$ cat src/rtl/image_mem_pkg.sv
// Shared types and geometry for the image frame-memory arbiter.
// Frame is 320x240 pixels of 8 bits, one word per address.
package image_mem_pkg;
   localparam int IMG_W      = 320;
   localparam int IMG_H      = 240;
   localparam int MEM_DEPTH  = IMG_W * IMG_H;
   localparam int ADDR_WIDTH = 17;
   localparam int DATA_WIDTH = 8;

   localparam logic [DATA_WIDTH-1:0] CLEAR_VALUE = 8'h00;

   typedef logic [ADDR_WIDTH-1:0] addr_t;
   typedef logic [DATA_WIDTH-1:0] data_t;

   typedef enum logic [1:0] {
      GNT_NONE,
      GNT_WR,
      GNT_RD,
      GNT_CLR
   } grant_t;

   typedef enum logic {
      ST_IDLE,
      ST_CLEAR
   } arb_state_t;

   function automatic logic addr_ok(addr_t a, int depth);
      return int'(a) < depth;
   endfunction
endpackage

$ cat src/rtl/image_mem_arbiter_if.sv
// Client request/return, frame-memory port and clear control bundle.
// slave = arbiter side, master = clients plus memory side.
interface image_mem_arbiter_if;
   import image_mem_pkg::*;

   logic  wr_valid;
   logic  wr_ready;
   addr_t wr_addr;
   data_t wr_data;

   logic  rd_valid;
   logic  rd_ready;
   addr_t rd_addr;
   logic  rd_data_valid;
   data_t rd_data;
   logic  rd_err;

   logic  mem_wr_en;
   addr_t mem_addr;
   data_t mem_data_in;
   data_t mem_data_out;

   logic  clear_start;
   logic  clear_busy;

   modport slave (
      input  wr_valid, wr_addr, wr_data,
      input  rd_valid, rd_addr,
      input  mem_data_out, clear_start,
      output wr_ready, rd_ready,
      output rd_data_valid, rd_data, rd_err,
      output mem_wr_en, mem_addr, mem_data_in,
      output clear_busy
   );

   modport master (
      output wr_valid, wr_addr, wr_data,
      output rd_valid, rd_addr,
      output mem_data_out, clear_start,
      input  wr_ready, rd_ready,
      input  rd_data_valid, rd_data, rd_err,
      input  mem_wr_en, mem_addr, mem_data_in,
      input  clear_busy
   );
endinterface

$ cat src/rtl/img_clear_seq.sv
// Frame-clear address counter: walks 0..DEPTH-1 while enabled,
// flags the final word so the arbiter can leave the clear state.
module img_clear_seq
   import image_mem_pkg::*;
#(
   parameter int DEPTH = MEM_DEPTH
) (
   input  logic  clk,
   input  logic  rst,
   input  logic  en,
   output addr_t addr,
   output logic  done
);

   addr_t cnt_q;
   addr_t cnt_d;

   assign addr = cnt_q;
   assign done = en && (int'(cnt_q) == DEPTH - 1);

   always_comb begin
      cnt_d = cnt_q;
      if (!en || done) begin
         cnt_d = '0;
      end else begin
         cnt_d = cnt_q + addr_t'(1);
      end
   end

   always_ff @(posedge clk or posedge rst) begin
      if (rst) begin
         cnt_q <= '0;
      end else begin
         cnt_q <= cnt_d;
      end
   end

endmodule

$ cat src/rtl/image_mem_arbiter.sv
// Round-robin arbiter for one writer and one reader on a single-port frame memory.
// Optional frame clear is built only when IMAGE_MEM_CLEAR_EN is defined.
module image_mem_arbiter
   import image_mem_pkg::*;
#(
   parameter int    DEPTH = MEM_DEPTH,
   parameter data_t FILL  = CLEAR_VALUE
) (
   input  logic               clk,
   input  logic               rst,
   image_mem_arbiter_if.slave bus
);

   grant_t     grant;
   grant_t     last_grant_q;
   grant_t     last_grant_d;
   arb_state_t state_q;
   arb_state_t state_d;
   logic       rd_data_valid_q;
   logic       rd_data_valid_d;
   data_t      rd_data_q;
   data_t      rd_data_d;
   logic       rd_err_q;
   logic       rd_err_d;
   addr_t      clr_addr;
   logic       wr_in;
   logic       rd_in;

   assign wr_in = addr_ok(bus.wr_addr, DEPTH);
   assign rd_in = addr_ok(bus.rd_addr, DEPTH);

`ifdef IMAGE_MEM_CLEAR_EN
   logic clr_done;

   img_clear_seq #(
      .DEPTH (DEPTH)
   ) u_clear_seq (
      .clk  (clk),
      .rst  (rst),
      .en   (state_q == ST_CLEAR),
      .addr (clr_addr),
      .done (clr_done)
   );

   always_comb begin
      state_d = state_q;
      unique case (state_q)
         ST_IDLE:  if (bus.clear_start) state_d = ST_CLEAR;
         ST_CLEAR: if (clr_done) state_d = ST_IDLE;
         default:  state_d = ST_IDLE;
      endcase
   end
`else
   logic unused_clear_start;

   assign unused_clear_start = bus.clear_start;
   assign clr_addr = '0;
   assign state_d  = ST_IDLE;
`endif

   // Tie goes to whichever client was not served last.
   always_comb begin
      grant = GNT_NONE;
      if (rst) begin
         grant = GNT_NONE;
      end else if (state_q == ST_CLEAR) begin
         grant = GNT_CLR;
      end else if (bus.wr_valid && bus.rd_valid) begin
         grant = (last_grant_q == GNT_WR) ? GNT_RD : GNT_WR;
      end else if (bus.wr_valid) begin
         grant = GNT_WR;
      end else if (bus.rd_valid) begin
         grant = GNT_RD;
      end
   end

   always_comb begin
      bus.wr_ready    = (grant == GNT_WR);
      bus.rd_ready    = (grant == GNT_RD);
      bus.clear_busy  = (state_q == ST_CLEAR);
      bus.mem_wr_en   = 1'b0;
      bus.mem_addr    = bus.rd_addr;
      bus.mem_data_in = bus.wr_data;
      unique case (grant)
         GNT_WR: begin
            bus.mem_addr  = bus.wr_addr;
            bus.mem_wr_en = wr_in;
         end
         GNT_CLR: begin
            bus.mem_addr    = clr_addr;
            bus.mem_data_in = FILL;
            bus.mem_wr_en   = 1'b1;
         end
         default: ;
      endcase
   end

   always_comb begin
      last_grant_d    = last_grant_q;
      rd_data_valid_d = (grant == GNT_RD);
      rd_err_d        = 1'b0;
      rd_data_d       = rd_data_q;
      if (grant == GNT_WR || grant == GNT_RD) begin
         last_grant_d = grant;
      end
      if (grant == GNT_RD) begin
         rd_err_d  = !rd_in;
         rd_data_d = rd_in ? bus.mem_data_out : '0;
      end
   end

   always_ff @(posedge clk or posedge rst) begin
      if (rst) begin
         state_q         <= ST_IDLE;
         last_grant_q    <= GNT_WR;
         rd_data_valid_q <= 1'b0;
         rd_data_q       <= '0;
         rd_err_q        <= 1'b0;
      end else begin
         state_q         <= state_d;
         last_grant_q    <= last_grant_d;
         rd_data_valid_q <= rd_data_valid_d;
         rd_data_q       <= rd_data_d;
         rd_err_q        <= rd_err_d;
      end
   end

   assign bus.rd_data_valid = rd_data_valid_q;
   assign bus.rd_data       = rd_data_q;
   assign bus.rd_err        = rd_err_q;

endmodule
$ cat src/flat_wrapper.sv
// flat-port wrapper written by rule: the top's interface ports become plain ports
module image_mem_arbiter_flat import image_mem_pkg::*;
#(
   parameter int    DEPTH = MEM_DEPTH,
   parameter data_t FILL  = CLEAR_VALUE
)
  (clk, rst, bus_wr_valid, bus_wr_addr, bus_wr_data, bus_rd_valid, bus_rd_addr, bus_mem_data_out, bus_clear_start, bus_wr_ready, bus_rd_ready, bus_rd_data_valid, bus_rd_data, bus_rd_err, bus_mem_wr_en, bus_mem_addr, bus_mem_data_in, bus_clear_busy);
  image_mem_arbiter_if bus_i ();
  input  logic clk;
  input  logic rst;
  input wire logic [$bits(bus_i.wr_valid)-1:0] bus_wr_valid;
  input wire logic [$bits(bus_i.wr_addr)-1:0] bus_wr_addr;
  input wire logic [$bits(bus_i.wr_data)-1:0] bus_wr_data;
  input wire logic [$bits(bus_i.rd_valid)-1:0] bus_rd_valid;
  input wire logic [$bits(bus_i.rd_addr)-1:0] bus_rd_addr;
  input wire logic [$bits(bus_i.mem_data_out)-1:0] bus_mem_data_out;
  input wire logic [$bits(bus_i.clear_start)-1:0] bus_clear_start;
  output wire logic [$bits(bus_i.wr_ready)-1:0] bus_wr_ready;
  output wire logic [$bits(bus_i.rd_ready)-1:0] bus_rd_ready;
  output wire logic [$bits(bus_i.rd_data_valid)-1:0] bus_rd_data_valid;
  output wire logic [$bits(bus_i.rd_data)-1:0] bus_rd_data;
  output wire logic [$bits(bus_i.rd_err)-1:0] bus_rd_err;
  output wire logic [$bits(bus_i.mem_wr_en)-1:0] bus_mem_wr_en;
  output wire logic [$bits(bus_i.mem_addr)-1:0] bus_mem_addr;
  output wire logic [$bits(bus_i.mem_data_in)-1:0] bus_mem_data_in;
  output wire logic [$bits(bus_i.clear_busy)-1:0] bus_clear_busy;
  assign bus_i.wr_valid = bus_wr_valid;
  assign bus_i.wr_addr = bus_wr_addr;
  assign bus_i.wr_data = bus_wr_data;
  assign bus_i.rd_valid = bus_rd_valid;
  assign bus_i.rd_addr = bus_rd_addr;
  assign bus_i.mem_data_out = bus_mem_data_out;
  assign bus_i.clear_start = bus_clear_start;
  assign bus_wr_ready = bus_i.wr_ready;
  assign bus_rd_ready = bus_i.rd_ready;
  assign bus_rd_data_valid = bus_i.rd_data_valid;
  assign bus_rd_data = bus_i.rd_data;
  assign bus_rd_err = bus_i.rd_err;
  assign bus_mem_wr_en = bus_i.mem_wr_en;
  assign bus_mem_addr = bus_i.mem_addr;
  assign bus_mem_data_in = bus_i.mem_data_in;
  assign bus_clear_busy = bus_i.clear_busy;
  image_mem_arbiter #(.DEPTH(DEPTH), .FILL(FILL)) u_core (.clk(clk), .rst(rst), .bus(bus_i));
endmodule
$ cat config.mk
export PLATFORM = sky130hd
export DESIGN_NAME = image_mem_arbiter_flat
export DESIGN_NICKNAME = d
export VERILOG_FILES = /design/src/rtl/image_mem_pkg.sv /design/src/rtl/image_mem_arbiter_if.sv /design/src/rtl/img_clear_seq.sv /design/src/rtl/image_mem_arbiter.sv /design/src/flat_wrapper.sv
export SDC_FILE = /design/constraint.sdc
export NUM_CORES = 1
export LEC_CHECK = 0
export ABC_AREA = 0
export CORE_ASPECT_RATIO = 0.6
export CORE_UTILIZATION = 30
export DETAILED_ROUTE_END_ITERATION = 8
export PLACE_DENSITY_LB_ADDON = 0.25
export SLEW_MARGIN = 0
export SYNTH_ARGS = -nofsm -noshare
export SYNTH_HDL_FRONTEND = slang
export SYNTH_SLANG_ARGS = --single-unit
$ cat constraint.sdc
create_clock -name clk -period 4.1 [get_ports clk]
set_input_delay 1.23 -clock clk [delete_from_list [all_inputs] [get_ports clk]]
set_output_delay 1.23 -clock clk [all_outputs]
set_load 0.01 [all_outputs]
Word-level counts from Yosys, hierarchy flattened
Index checks and enable logic that the tools add are counted.
{"block": "totals", "out_inout_bits": 39, "regBits": 12, "inputBits": 55}
{"block": "op_classes", "muxes": 10, "n_reduce_logical": 3, "eq_ne": 4, "magnitude_cmp": 2}
{"cell": "less-than comparator 17 bit (second input constant)", "count": 2}
{"cell": "one-hot mux 17 bit (2 select lines)", "count": 1}
{"cell": "two-way mux 8 bit", "count": 2}
{"cell": "two-way mux 2 bit", "count": 5}
{"cell": "equality test 2 x 1 -> 1 bit (second input constant)", "count": 2}
{"cell": "equality test 2 bit (second input constant)", "count": 2}
{"cell": "one-hot mux 1 bit (2 select lines)", "count": 1}
{"cell": "logical AND 1 bit", "count": 1}
{"cell": "zero test 1 bit", "count": 1}
{"cell": "logical OR 1 bit", "count": 1}
{"cell": "two-way mux 1 bit", "count": 1}

Logic depth before layout (Yosys ltp)
{"block": "depth", "ltp_word": 6, "depth_mapped": 9, "ltp_nobuf": 6}

Worst setup path after synthesis
No wires, ideal clock.
{"block": "synth_path", "path_kind": "input-to-output", "startpoint": "in rst", "endpoint": "out bus_mem_addr[0]", "required_ns": 2.870, "setup_slack_ns": 0.061, "stages": 9, "t_arrival_ns": 2.809, "n_path_buf": 3, "path_cell_list": "inv_1 -> o211ai_4 -> buf_6 -> inv_1 -> ha_1 -> buf_2 -> buf_2 -> nand2_1 -> mux2i_1"}
{"block": "synth_via", "elab_chain_len": 3, "word_cells_on_any_way": 4, "classes_between": "eq/ne (2); mux (2)"}
{"element": "from (decl)", "line_no": "flat_wrapper.sv:10", "rtl": "input logic rst;"}
{"element": "two-way mux 2 bit", "line_no": "image_mem_arbiter.sv:64", "rtl": "if (rst) begin"}
{"element": "named net u_core.grant[0]", "line_no": "image_mem_arbiter.sv:14", "rtl": "grant_t grant;"}
{"element": "equality test 2 x 1 -> 1 bit"}
{"element": "named net bus_wr_ready", "line_no": "flat_wrapper.sv:18", "rtl": "output wire logic [$bits(bus_i.wr_ready)-1:0] bus_wr_ready;"}
{"element": "one-hot mux 17 bit (2 select lines)", "line_no": "image_mem_arbiter.sv:84", "rtl": "unique case (grant)"}
{"element": "to (decl)", "line_no": "flat_wrapper.sv:24", "rtl": "output wire logic [$bits(bus_i.mem_addr)-1:0] bus_mem_addr;"}
The timed path passes the listed nets, and every way through them passes these cells.

Worst setup path after layout
{"block": "layout_path", "startpoint": "in bus_rd_valid", "endpoint": "out bus_mem_data_in[7]"}
{"block": "layout_via", "elab_chain_len": 6, "word_cells_on_any_way": 7, "classes_between": "eq/ne (1); mux (5); reduce/logical (1)"}
{"element": "from (decl)", "line_no": "flat_wrapper.sv:14", "rtl": "input wire logic [$bits(bus_i.rd_valid)-1:0] bus_rd_valid;"}
{"element": "two-way mux 2 bit", "line_no": "image_mem_arbiter.sv:72", "rtl": "end else if (bus.rd_valid) begin"}
{"element": "two-way mux 2 bit", "line_no": "image_mem_arbiter.sv:70", "rtl": "end else if (bus.wr_valid) begin"}
{"element": "two-way mux 2 bit (*)", "line_no": "image_mem_arbiter.sv:68", "rtl": "end else if (bus.wr_valid && bus.rd_valid) begin"}
{"element": "two-way mux 2 bit (*)", "line_no": "image_mem_arbiter.sv:64"}
{"element": "named net u_core.grant[1]", "line_no": "image_mem_arbiter.sv:14"}
{"element": "equality test 2 bit (*)", "line_no": "image_mem_arbiter.sv:84"}
{"element": "two-way mux 8 bit (*)", "line_no": "image_mem_arbiter.sv:84"}
{"element": "to (decl)", "line_no": "flat_wrapper.sv:25", "rtl": "output wire logic [$bits(bus_i.mem_data_in)-1:0] bus_mem_data_in;"}
Mark *: on every way through the listed nets, which the timed path passes. The rest lies on a longest branch.

==> metrics.json <==
{
  "synthesis": {
    "yosys.area_share.simple": 0.186,
    "post_synth_xor_area_fraction": 0,
    "share_of_cell_area_taken_by_muxes_after_synthesis": 0.171,
    "ys_warn_count": 0,
    "synth_nets": 185,
    "synth_adder_area_share": 0.0376,
    "postSynthAreaPerCell_um2": 7.85,
    "mappedNetlistArea_um2": 997,
    "synth-compound-area-share": 0.138,
    "synth.lib_cells_used.distinct": 23,
    "synth.ff_latch_count": 12,
    "synth.yosys.seq_area_share": 0.302,
    "largest_family_of_logic_cells_by_synthesized_area": "simple AND/OR/NAND/NOR gates",
    "synthCells": 127
  },
  "grt": {
    "gr-usage-all-layers": 0.197,
    "grt_first_pass_wirelength_um": 5260,
    "grt_antenna_before_repair": 0,
    "globalRoute.totalOverflow": 0,
    "via_count_of_the_first_global_routing_pass": 1195,
    "maximum_number_of_pins_on_one_net_before_global_route_repair": 21
  },
  "die": {
    "initial_core_util": 0.332,
    "die_area_um2": 3570,
    "core.rowCount": 15,
    "die_h_um": 46.7,
    "top_level_ports": 94,
    "fp.coreArea_um2": 3000,
    "fp.dieW_um": 76.4
  },
  "timing": {
    "finalClockSkew_ns": 0.00256,
    "setup-tns-final_ns": 0,
    "layout_min_cycle_time_ns": 4.04,
    "finalSetupViolCount": 0,
    "rsz_0062_raised_after_global_routing": "true",
    "final_hold_viol_count": 0,
    "max_freq_mhz": 248,
    "fin_crit_sh": 0.985,
    "slew_viol_final": 0
  },
  "power_and_ir_drop": {
    "power.leakage_nw": 1.06,
    "power_mw": 0.513,
    "worst_ir_drop_vdd_mv": 0.128,
    "power.density_nw_per_um2": 254
  },
  "setup_path": {
    "r2r_cells": 8,
    "start_kind": "input port",
    "worst-r2r-setup-slack_ns": 2.24,
    "timing.critical_path.to": "bus_mem_data_in[7]",
    "arrival_ns": 2.81,
    "critical_path.reg2reg.endpoint": "u_core.bus.rd_data[0]$_DFFE_PP0P_",
    "cp-end-kind": "output pin",
    "setup.worst_path.class": "input port to output pin",
    "crit_fanout": 8,
    "cp_data_required_time_ns": 2.87,
    "critPathLaunch": "bus_rd_valid",
    "crit-reg2reg-launch": "u_core.last_grant_q[0]$_DFFE_PP1P_"
  },
  "clocking": {
    "clk_pin_slew_worst_paths_ns": 0.05,
    "cts_buffer_depth": 2,
    "clock_tree.root_cell": "sky130_fd_sc_hd__clkbuf_8",
    "cts_sinks": 12,
    "number_of_levels_the_h_tree_was_split_into": 1,
    "cts_made_buffers": 3,
    "tritoncts": "built",
    "clk_latency_ns": 0.24
  },
  "min_path": {
    "holdCritPathClass": "flop to flop"
  },
  "routing": {
    "post_drt_via_cell_ratio": 4.47,
    "detailedRoute.firstIterationViolations": 43,
    "finalWirelength_um": 3450,
    "dr.pass1.iters": 4,
    "antenna_left": 0,
    "wl_per_cell_um": 13.0,
    "vias": 1190,
    "drcViolationCount": 0
  },
  "finish": {
    "fin_util": 0.673,
    "finish.net_count": 283,
    "post_route_cells_drive_above_1_share": 0.121,
    "layout-area-overhead-vs-synth_pct": 103,
    "post_layout_nonfiller_instances": 266,
    "num_antenna_cells": 0,
    "fin_area_um2": 2020
  },
  "place": {
    "port_buffers": 91,
    "globalplace.congestion": 0.791,
    "post_dp_cell_area_um2": 1970,
    "placed_cells": 261,
    "detailed_place_hpwl_um": 2850
  },
  "run": {
    "cap_viol_max_count": 0
  },
  "outcome": {
    "outcome": "finished clean"
  }
}
kinds of logic after synthesis:
family	after synthesis
flip-flops	12
other	1
AO/OA/AOI/OAI	18
AND/OR/NAND/NOR	40
multiplexers	17
buffers and inverters	36
adder cells (fa/ha/maj)	3
area by class of cell:
cell class / instances / area, um^2
tap: 42 / 52.6
timing repair buffer: 100 / 955
sequential: 12 / 302
inverter: 29 / 109
fill: 244 / 983
multi-input combinational: 79 / 557
clock buffer: 4 / 45.0
worst min path at each step:
stage                                        from                            endpoint  slack, ns  cells past startpoint
6_report       u_core.last_grant_q[0]$_DFFE_PP1P_  u_core.last_grant_q[0]$_DFFE_PP1P_       0.52                      2
5_1_grt        u_core.last_grant_q[0]$_DFFE_PP1P_  u_core.last_grant_q[0]$_DFFE_PP1P_       0.54                      2
4_1_cts        u_core.last_grant_q[0]$_DFFE_PP1P_  u_core.last_grant_q[0]$_DFFE_PP1P_       0.52                      2
3_5_place_dp   u_core.last_grant_q[0]$_DFFE_PP1P_  u_core.last_grant_q[0]$_DFFE_PP1P_       0.51                      2
3_3_place_gp   u_core.last_grant_q[1]$_DFFE_PP0P_  u_core.last_grant_q[1]$_DFFE_PP0P_       0.47                      2
2_1_floorplan  u_core.last_grant_q[1]$_DFFE_PP0P_  u_core.last_grant_q[1]$_DFFE_PP0P_       0.46                      2
worst max-delay path, stage by stage:
cell                              delay, ns
sky130_fd_sc_hd__clkdlybuf4s50_1       0.45
sky130_fd_sc_hd__inv_1                 0.08
sky130_fd_sc_hd__a211o_4               0.30
sky130_fd_sc_hd__inv_1                 0.09
sky130_fd_sc_hd__ha_2                  0.20
sky130_fd_sc_hd__buf_6                 0.13
sky130_fd_sc_hd__nor2b_1               0.04
sky130_fd_sc_hd__dlygate4sd2_1         0.29
per-stage QoR:
stage / hold slack, ns / setup slack, ns
after floorplan: 0.456 / 0.0612
after global placement: 0.474 / -0.241
after detailed placement: 0.513 / -0.304
after CTS: 0.521 / -0.213
after global routing: 0.543 / -0.0132
final: 0.519 / 0.0617
power by group:
part,internal (mW),total [mW],switching (mW)
sequential,0.144,0.157,0.0131
combinational,0.143,0.243,0.0997
clock,0.0686,0.114,0.0449
cell usage after synthesis:
| cell type | n | area share |
|---|---|---|
| sky130_fd_sc_hd__inv_1 | 29 | 0.11 |
| sky130_fd_sc_hd__nand2_1 | 28 | 0.11 |
| sky130_fd_sc_hd__mux2i_1 | 17 | 0.17 |
| sky130_fd_sc_hd__dfrtp_1 | 11 | 0.28 |
| sky130_fd_sc_hd__nor2b_1 | 8 | 0.050 |
| sky130_fd_sc_hd__o22ai_1 | 8 | 0.050 |
| sky130_fd_sc_hd__a21oi_1 | 3 | 0.015 |
| sky130_fd_sc_hd__buf_2 | 3 | 0.015 |
| sky130_fd_sc_hd__ha_1 | 3 | 0.038 |
| sky130_fd_sc_hd__o21ai_0 | 3 | 0.015 |
| sky130_fd_sc_hd__nor3_1 | 2 | 0.010 |
| sky130_fd_sc_hd__a211o_2 | 1 | 0.010 |
| sky130_fd_sc_hd__and2_1 | 1 | 0.0063 |
| sky130_fd_sc_hd__buf_4 | 1 | 0.0075 |
| sky130_fd_sc_hd__buf_6 | 1 | 0.011 |
| sky130_fd_sc_hd__buf_8 | 1 | 0.015 |
| sky130_fd_sc_hd__clkbuf_1 | 1 | 0.0038 |
| sky130_fd_sc_hd__conb_1 | 1 | 0.0038 |
| sky130_fd_sc_hd__dfstp_2 | 1 | 0.026 |
| sky130_fd_sc_hd__nand2b_4 | 1 | 0.014 |
| sky130_fd_sc_hd__o211ai_4 | 1 | 0.021 |
| sky130_fd_sc_hd__o21ai_1 | 1 | 0.0050 |
| sky130_fd_sc_hd__o31ai_4 | 1 | 0.021 |
flip-flops by register name, summed over array words and instances (netlist names):
register	cells
u_core.last_grant_q	2
u_core.bus.rd_data	8
u_core.bus.rd_err	1
u_core.bus.rd_data_valid	1
per-layer routing:
metal  wire length, um  vias up  share of wire  GRT usage
met3               167        6          0.048     0.0673
li1                  -      587              -          -
met1              1380      558           0.40      0.204
met2              1870       39           0.54      0.395
met5                 0        -              0          0
met4                40        0          0.012     0.0538
cell usage in the layout (no fill, tap or decap):
cell / netlist / final
sky130_fd_sc_hd__ha_1: 3 / 1
sky130_fd_sc_hd__mux2i_1: 17 / 17
sky130_fd_sc_hd__dlygate4sd2_1: 0 / 15
sky130_fd_sc_hd__clkdlybuf4s15_1: 0 / 3
sky130_fd_sc_hd__a21oi_1: 3 / 3
sky130_fd_sc_hd__inv_2: 0 / 1
sky130_fd_sc_hd__clkbuf_1: 1 / 1
sky130_fd_sc_hd__nand2_1: 28 / 28
sky130_fd_sc_hd__dfstp_2: 1 / 1
sky130_fd_sc_hd__o21ai_1: 1 / 1
sky130_fd_sc_hd__inv_1: 29 / 28
sky130_fd_sc_hd__buf_4: 1 / 6
sky130_fd_sc_hd__nor3_1: 2 / 2
sky130_fd_sc_hd__nand2b_4: 1 / 1
sky130_fd_sc_hd__o31ai_4: 1 / 1
sky130_fd_sc_hd__buf_6: 1 / 2
sky130_fd_sc_hd__o211ai_4: 1 / 1
sky130_fd_sc_hd__o22ai_1: 8 / 8
sky130_fd_sc_hd__ha_4: 0 / 1
sky130_fd_sc_hd__clkbuf_2: 0 / 7
sky130_fd_sc_hd__and2_1: 1 / 1
sky130_fd_sc_hd__clkdlybuf4s50_1: 0 / 62
sky130_fd_sc_hd__a211o_4: 0 / 1
sky130_fd_sc_hd__clkbuf_8: 0 / 3
sky130_fd_sc_hd__dlymetal6s2s_1: 0 / 4
sky130_fd_sc_hd__ha_2: 0 / 1
sky130_fd_sc_hd__o21ai_0: 3 / 3
sky130_fd_sc_hd__conb_1: 1 / 1
sky130_fd_sc_hd__buf_12: 0 / 1
sky130_fd_sc_hd__nor2b_1: 8 / 8
sky130_fd_sc_hd__dfrtp_1: 11 / 11
what timing repair did:
item                                    in CTS  in global routing
gates cloned                                 0                  0
endpoints found under the setup margin      28                 27
hold buffers                                 0                  0
pin swaps                                    0                  1
setup buffers                                0                  1
gates resized for setup                     29                 30
(Power assumes the default switching activity.)
